File: src/rtl/mic_sample_decimator_if.sv
// Sample-side and result-side signals of the microphone decimator.
// The slave modport is the decimator. The master modport is the mic core
// together with the consumer of averaged results.
interface mic_sample_decimator_if #(
  parameter int FIFO_DEPTH = 4
);
  localparam int LVL_W = $clog2(FIFO_DEPTH) + 1;

  logic [17:0]      sample_in;
  logic             sample_rdy;
  logic             enable;
  logic [17:0]      avg_out;
  logic             avg_valid;
  logic             avg_ready;
  logic [LVL_W-1:0] fifo_level;
  logic             overrun;
  logic             clr_overrun;

  modport master (
    output sample_in, sample_rdy, enable, avg_ready, clr_overrun,
    input  avg_out, avg_valid, fifo_level, overrun
  );

  modport slave (
    input  sample_in, sample_rdy, enable, avg_ready, clr_overrun,
    output avg_out, avg_valid, fifo_level, overrun
  );
endinterface

File: src/rtl/mic_sample_decimator.sv
// Boxcar decimator for 18-bit I2S microphone samples.
// Each new sample is detected on a 0->1 edge of the level drdy strobe and
// converted to two's complement. Blocks of 2**DECIM_LOG2 samples are summed,
// and the floor average is pushed into a small first-word-fall-through FIFO
// that has a valid/ready output.
module mic_sample_decimator #(
  parameter bit IN_OFFSET_BINARY = 1'b1,
  parameter int DECIM_LOG2       = 2,
  parameter int FIFO_DEPTH       = 4
) (
  input  logic                 dclk,
  input  logic                 rst,
  mic_sample_decimator_if.slave bus
);

  localparam int DATA_W = 18;
  localparam int ACC_W  = DATA_W + DECIM_LOG2;
  localparam int CNT_W  = (DECIM_LOG2 > 0) ? DECIM_LOG2 : 1;
  localparam int PTR_W  = (FIFO_DEPTH > 1) ? $clog2(FIFO_DEPTH) : 1;
  localparam int LVL_W  = $clog2(FIFO_DEPTH) + 1;

  localparam logic [CNT_W-1:0] CNT_MAX  = CNT_W'((1 << DECIM_LOG2) - 1);
  localparam logic [0:0]       ST_ACCUM = 1'b0;
  localparam logic [0:0]       ST_EMIT  = 1'b1;

  // Offset-binary input is turned into two's complement by flipping the MSB.
  function automatic logic signed [DATA_W-1:0] to_signed(input logic [DATA_W-1:0] raw);
    if (IN_OFFSET_BINARY) return {~raw[DATA_W-1], raw[DATA_W-2:0]};
    else                  return raw;
  endfunction

  // The arithmetic shift floors toward -inf. The result always fits in DATA_W bits.
  function automatic logic [DATA_W-1:0] avg_floor(input logic signed [ACC_W-1:0] total);
    logic signed [ACC_W-1:0] shifted;
    shifted = total >>> DECIM_LOG2;
    return shifted[DATA_W-1:0];
  endfunction

  logic                     rdy_q;
  logic                     acc_en;
  logic signed [DATA_W-1:0] s;
  logic signed [ACC_W-1:0]  sum;
  logic signed [ACC_W-1:0]  acc_q, acc_d;
  logic [CNT_W-1:0]         cnt_q, cnt_d;
  logic [0:0]               state_q, state_d;
  logic [DATA_W-1:0]        res_q, res_d;
  logic                     push;

  logic [DATA_W-1:0]        mem_q [FIFO_DEPTH];
  logic [PTR_W-1:0]         wr_ptr_q, wr_ptr_d;
  logic [PTR_W-1:0]         rd_ptr_q, rd_ptr_d;
  logic [LVL_W-1:0]         level_q, level_d;
  logic [DATA_W-1:0]        avg_out_q, avg_out_d;
  logic                     overrun_q, overrun_d;
  logic                     valid, full, pop, wr_en, drop;

  assign s   = to_signed(bus.sample_in);
  assign sum = acc_q + ACC_W'(s);

  // Accept on a rising edge of drdy. Accumulate the sample, or close the block and request an emit.
  always_comb begin
    acc_en  = bus.enable & bus.sample_rdy & ~rdy_q;
    acc_d   = acc_q;
    cnt_d   = cnt_q;
    res_d   = res_q;
    state_d = ST_ACCUM;
    if (!bus.enable) begin
      acc_d = '0;
      cnt_d = '0;
    end else if (acc_en) begin
      if (cnt_q == CNT_MAX) begin
        res_d   = avg_floor(sum);
        acc_d   = '0;
        cnt_d   = '0;
        state_d = ST_EMIT;
      end else begin
        acc_d = sum;
        cnt_d = cnt_q + CNT_W'(1);
      end
    end
  end

  assign push = (state_q == ST_EMIT);

  // Control and accumulator state. rdy_q resets high, so a strobe already held high is not taken as an edge.
  always_ff @(posedge dclk or posedge rst) begin
    if (rst) begin
      rdy_q   <= 1'b1;
      acc_q   <= '0;
      cnt_q   <= '0;
      state_q <= ST_ACCUM;
    end else begin
      rdy_q   <= bus.sample_rdy;
      acc_q   <= acc_d;
      cnt_q   <= cnt_d;
      state_q <= state_d;
    end
  end

  // Result register. It holds data only, and the EMIT cycle reads it.
  always_ff @(posedge dclk) begin
    res_q <= res_d;
  end

  // FIFO control. A push into a full FIFO succeeds only when a pop happens in the same cycle.
  always_comb begin
    valid    = (level_q != '0);
    full     = (level_q == LVL_W'(FIFO_DEPTH));
    pop      = valid & bus.avg_ready;
    wr_en    = push & (~full | pop);
    drop     = push & full & ~pop;
    wr_ptr_d = wr_en ? wr_ptr_q + PTR_W'(1) : wr_ptr_q;
    rd_ptr_d = pop   ? rd_ptr_q + PTR_W'(1) : rd_ptr_q;
    unique case ({wr_en, pop})
      2'b10:   level_d = level_q + LVL_W'(1);
      2'b01:   level_d = level_q - LVL_W'(1);
      default: level_d = level_q;
    endcase
    if (level_d == '0)
      avg_out_d = '0;
    else if (wr_en && (wr_ptr_q == rd_ptr_d))
      avg_out_d = res_q;
    else
      avg_out_d = mem_q[rd_ptr_d];
    overrun_d = drop ? 1'b1 : (bus.clr_overrun ? 1'b0 : overrun_q);
  end

  // FIFO pointers, level, registered head word and sticky overrun flag.
  always_ff @(posedge dclk or posedge rst) begin
    if (rst) begin
      wr_ptr_q  <= '0;
      rd_ptr_q  <= '0;
      level_q   <= '0;
      avg_out_q <= '0;
      overrun_q <= 1'b0;
    end else begin
      wr_ptr_q  <= wr_ptr_d;
      rd_ptr_q  <= rd_ptr_d;
      level_q   <= level_d;
      avg_out_q <= avg_out_d;
      overrun_q <= overrun_d;
    end
  end

  // FIFO storage. It has no reset, because the pointers alone decide what is valid.
  always_ff @(posedge dclk) begin
    if (wr_en) mem_q[wr_ptr_q] <= res_q;
  end

  assign bus.avg_out    = avg_out_q;
  assign bus.avg_valid  = valid;
  assign bus.fifo_level = level_q;
  assign bus.overrun    = overrun_q;

endmodule

File: src/flat_wrapper.sv
// flat-port wrapper written by rule: the top's interface ports become plain ports
module mic_sample_decimator_flat 
#(
  parameter bit IN_OFFSET_BINARY = 1'b1,
  parameter int DECIM_LOG2       = 2,
  parameter int FIFO_DEPTH       = 4
)
  (dclk, rst, bus_sample_in, bus_sample_rdy, bus_enable, bus_avg_ready, bus_clr_overrun, bus_avg_out, bus_avg_valid, bus_fifo_level, bus_overrun);
  mic_sample_decimator_if #(.FIFO_DEPTH(FIFO_DEPTH)) bus_i ();
  input  logic dclk;
  input  logic rst;
  input wire logic [$bits(bus_i.sample_in)-1:0] bus_sample_in;
  input wire logic [$bits(bus_i.sample_rdy)-1:0] bus_sample_rdy;
  input wire logic [$bits(bus_i.enable)-1:0] bus_enable;
  input wire logic [$bits(bus_i.avg_ready)-1:0] bus_avg_ready;
  input wire logic [$bits(bus_i.clr_overrun)-1:0] bus_clr_overrun;
  output wire logic [$bits(bus_i.avg_out)-1:0] bus_avg_out;
  output wire logic [$bits(bus_i.avg_valid)-1:0] bus_avg_valid;
  output wire logic [$bits(bus_i.fifo_level)-1:0] bus_fifo_level;
  output wire logic [$bits(bus_i.overrun)-1:0] bus_overrun;
  assign bus_i.sample_in = bus_sample_in;
  assign bus_i.sample_rdy = bus_sample_rdy;
  assign bus_i.enable = bus_enable;
  assign bus_i.avg_ready = bus_avg_ready;
  assign bus_i.clr_overrun = bus_clr_overrun;
  assign bus_avg_out = bus_i.avg_out;
  assign bus_avg_valid = bus_i.avg_valid;
  assign bus_fifo_level = bus_i.fifo_level;
  assign bus_overrun = bus_i.overrun;
  mic_sample_decimator #(.IN_OFFSET_BINARY(IN_OFFSET_BINARY), .DECIM_LOG2(DECIM_LOG2), .FIFO_DEPTH(FIFO_DEPTH)) u_core (.dclk(dclk), .rst(rst), .bus(bus_i));
endmodule
File: config.mk
export PLATFORM = sky130hd
export DESIGN_NAME = mic_sample_decimator_flat
export DESIGN_NICKNAME = d
export VERILOG_FILES = /design/src/rtl/mic_sample_decimator_if.sv /design/src/rtl/mic_sample_decimator.sv /design/src/flat_wrapper.sv
export SDC_FILE = /design/constraint.sdc
export NUM_CORES = 1
export LEC_CHECK = 0
export CAP_MARGIN = 5
export CELL_PAD_IN_SITES_DETAIL_PLACEMENT = 1
export CELL_PAD_IN_SITES_GLOBAL_PLACEMENT = 1
export CORE_UTILIZATION = 40
export CTS_CLUSTER_DIAMETER = 120
export DETAILED_ROUTE_END_ITERATION = 10
export PLACE_DENSITY_LB_ADDON = 0.1
export SLEW_MARGIN = 20
export SYNTH_ARGS = -nofsm -noshare
export SYNTH_HDL_FRONTEND = slang
export SYNTH_SLANG_ARGS = --single-unit
File: constraint.sdc
create_clock -name dclk -period 4.2 [get_ports dclk]
set_input_delay 1.05 -clock dclk [delete_from_list [all_inputs] [get_ports dclk]]
set_output_delay 1.05 -clock dclk [all_outputs]
set_load 0.02 [all_outputs]
==> impl_metrics.env <==
export IMPL_max_stage_delay_ns=0.46
export IMPL_drive_above_1_share=0.133
export IMPL_nNetsFinal=535
export IMPL_seq_area_frac_synth=0.631
export IMPL_r2r_start="u_core.bus.fifo_level[1]$_DFF_PP0_"
export IMPL_rr_endpoint="u_core.bus.avg_out[2]$_DFF_PP0_"
export IMPL_drtPass1Iterations=4
export IMPL_path_clk_slew_ns=0.06
export IMPL_skew_ns=0.00947
export IMPL_cp_max_fo=18
export IMPL_grt_usage=0.187
export IMPL_worstSetupStartpointType="input port"
export IMPL_syn_nets=476
export IMPL_coreArea_mm2=0.0153
export IMPL_vias_per_cell=5.28
export IMPL_rows=45
export IMPL_hold_violations=0
export IMPL_ys_types=58
export IMPL_fill_cells=1501
export IMPL_synth_area_mm2=0.00627
export IMPL_cts_tree="done"
export IMPL_grt_first_pass_wirelength_um=22400
export IMPL_yosysTopAreaCell="edfxtp_1"
export IMPL_synth_common_cells="90 x edfxtp_1, 49 x dfrtp_1, 32 x a22o_1"
export IMPL_min_path_type="reg -> reg"
export IMPL_path_class="in -> reg"
export IMPL_setup_violations=0
export IMPL_wl_per_cell_um=19.3
export IMPL_dr_first_iter_drc_count=197
export IMPL_hp_start="u_core.acc_q[18]$_DFFE_PP0P_"
export IMPL_routabilityCongestion=0.826
export IMPL_synthesis_instances=425
export IMPL_grt_max_degree=31
export IMPL_htreeDepth=4
export IMPL_post_cts_resized=0
export IMPL_register_area_mm2=0.00396
export IMPL_cts_setup_buffers=0
export IMPL_rsz0062_at_grt="false"
export IMPL_postLayoutSetupSlackWorst_ns=0.597
export IMPL_drv_slew=0
export IMPL_multiInputGateArea_mm2=0.00216
export IMPL_p_per_area_mw_per_mm2=605
export IMPL_numPortBuffers=46
export IMPL_ys_ff_latch=140
export IMPL_crit_family="simple AND/OR/NAND/NOR gates"
export IMPL_syn_avg_cell_area_um2=14.7
export IMPL_max_freq_mhz=278
export IMPL_root_buffer="clkbuf_16"
export IMPL_drc_errors=0
export IMPL_die_w_um=127
export IMPL_r2r_slack_ns=1.18
export IMPL_via_count=3741
export IMPL_synth_top_cells_by_area="edfxtp_1 43%, dfrtp_1 20%, mux4_2 6.5%"
export IMPL_cts_max_path_buffers=2
export IMPL_grt_pass1_vias=4023
export IMPL_holdPathEnd="u_core.acc_q[18]$_DFFE_PP0P_"
export IMPL_crit_arrival_ns=3.89
export IMPL_area_growth_pct=21.1
export IMPL_synth_most_common_cell="edfxtp_1"
export IMPL_min_path_cells=2
export IMPL_route_antenna_remaining_nets=0
export IMPL_dp_worst_setup_slack_ns=0.190
export IMPL_die_y_um=127
export IMPL_period_minus_slack_ns=3.60
export IMPL_fin_util=0.497
export IMPL_clock_sinks=140
export IMPL_tns_ns=0
export IMPL_fin_cells=708
export IMPL_antenna_cells=0
export IMPL_yosys_warnings=0
export IMPL_place_inst=676
export IMPL_cts_hold_buf=0
export IMPL_yosysTopAreaCellShare=0.431
export IMPL_slowest_stage="clkdlybuf4s50_1"
export IMPL_synth_edf_count=90
export IMPL_max_cap_viol_count=0
export IMPL_end_kind="flop"
export IMPL_p_leak_nw=2.93
export IMPL_clkLatencyLatePin_ns=0.41
export IMPL_tightest_slew_ns=0.922
export IMPL_path_buf_inv=4
export IMPL_crit_path_cell_trace="clkdlybuf4s50_1 > nor4b_1 > nor2b_1 > inv_1 > ha_1 > inv_1 > fa_1 > xor2_1 > nor2_1 > xor2_1 > nor3_1 > nor2_1 > buf_4 > a22o_1"
export IMPL_synth_main_ff_cell="edfxtp_1"
export IMPL_initial_utilization=0.411
export IMPL_cp_required_ns=4.49
export IMPL_wl_um=13600
export IMPL_slew_limit_headroom=0.385
export IMPL_hpwl_um=9300
export IMPL_period_share=0.858
export IMPL_numCtsBuffers=17
export IMPL_rr_worst_depth=13
export IMPL_synth_async_reset_ratio=0.357
export IMPL_antenna_found_initial=0
export IMPL_grt_overflow_total=0
export IMPL_die_area_mm2=0.0162
export IMPL_io_pins=47
export IMPL_status="complete, no violations"
export IMPL_ir_worst_vdd_mv=0.257
[sequential cells by signal (all words and copies together) (netlist names), 2 cells and up]
register               count
u_core.acc_q              20
u_core.bus.avg_out        18
u_core.bus.fifo_level      3
u_core.cnt_q               2
u_core.mem_q              72
u_core.rd_ptr_q            2
u_core.res_q              18
u_core.wr_ptr_q            2
[power by group]
part | internal [mW] | switching, mW | leakage, nW | total, mW
combinational | 0.713 | 0.688 | 1.20 | 1.40
clock | 0.946 | 0.556 | 0.285 | 1.50
sequential | 1.61 | 0.0799 | 1.44 | 1.69
[tightest hold or removal path, delay by kind of cell (launching register included)]
family           cells  cell delay (ns)
AO/OA/AOI/OAI        1             0.06
AND/OR/NAND/NOR      1             0.05
flip-flops           1             0.34
[metrics by stage]
stage | power [mW] | area [um2] | hold WS (ns)
floorplan | 2.70 | 6270 | 0.442
global placement | 3.10 | 6990 | 0.466
detailed placement | 3.14 | 6990 | 0.476
CTS | 4.65 | 7590 | 0.488
global route | 4.81 | 7590 | 0.500
finish | 4.59 | 7590 | 0.482
[area by class of cell]
| cell class | instances | area share |
|---|---|---|
| inverter | 16 | 0.00791 |
| timing repair buffer | 58 | 0.0725 |
| sequential | 140 | 0.521 |
| clock inverter | 12 | 0.0196 |
| clock buffer | 20 | 0.0589 |
| tap | 211 | 0.0348 |
| multi-input combinational | 251 | 0.285 |
[per-layer routing]
layer / GRT usage / part of all wire
met2: 0.315 / 0.50
met4: 0.0546 / 0.0088
met5: 0 / 0
met1: 0.246 / 0.47
met3: 0.0364 / 0.022
[layout by cell type (no fill, tap or decap), types with 3 or more instances in the layout]
master	instances
nor2b_1	6
clkbuf_16	17
nand2_1	21
bufinv_16	3
buf_4	12
mux4_2	18
o21a_1	4
clkinv_4	3
nand2b_1	4
dfrtp_1	49
and3_1	3
clkdlybuf4s50_1	46
inv_1	15
a211oi_1	3
o211ai_1	4
o21ai_0	16
a22o_1	32
a311o_1	3
xor2_1	7
nand3_1	4
nand4_1	3
a21o_1	5
or3_1	3
and2_1	11
ha_1	25
a21oi_1	16
nor2_1	15
edfxtp_1	90
xnor2_1	14
[kinds of logic after synthesis]
group	share of synthesized area
multiplexers	0.0679
XOR/XNOR	0.0308
AO/OA/AOI/OAI	0.123
adder cells (fa/ha/maj)	0.0563
AND/OR/NAND/NOR	0.0663
flip-flops	0.631
buffers and inverters	0.0248
[worst max path at each step]
stage,start,cells after the start,end,slack (ns)
6_report,bus_avg_ready,14,u_core.bus.avg_out[2]$_DFF_PP0_,0.60
5_1_grt,bus_avg_ready,14,u_core.bus.avg_out[4]$_DFF_PP0_,0.37
4_1_cts,bus_avg_ready,14,u_core.bus.avg_out[2]$_DFF_PP0_,0.59
3_5_place_dp,bus_avg_ready,14,u_core.bus.avg_out[2]$_DFF_PP0_,0.19
3_3_place_gp,bus_avg_ready,14,u_core.bus.avg_out[15]$_DFF_PP0_,0.34
2_1_floorplan,bus_avg_ready,14,u_core.bus.avg_out[10]$_DFF_PP0_,0.65
Note: power is estimated with default switching activity, not from simulation.
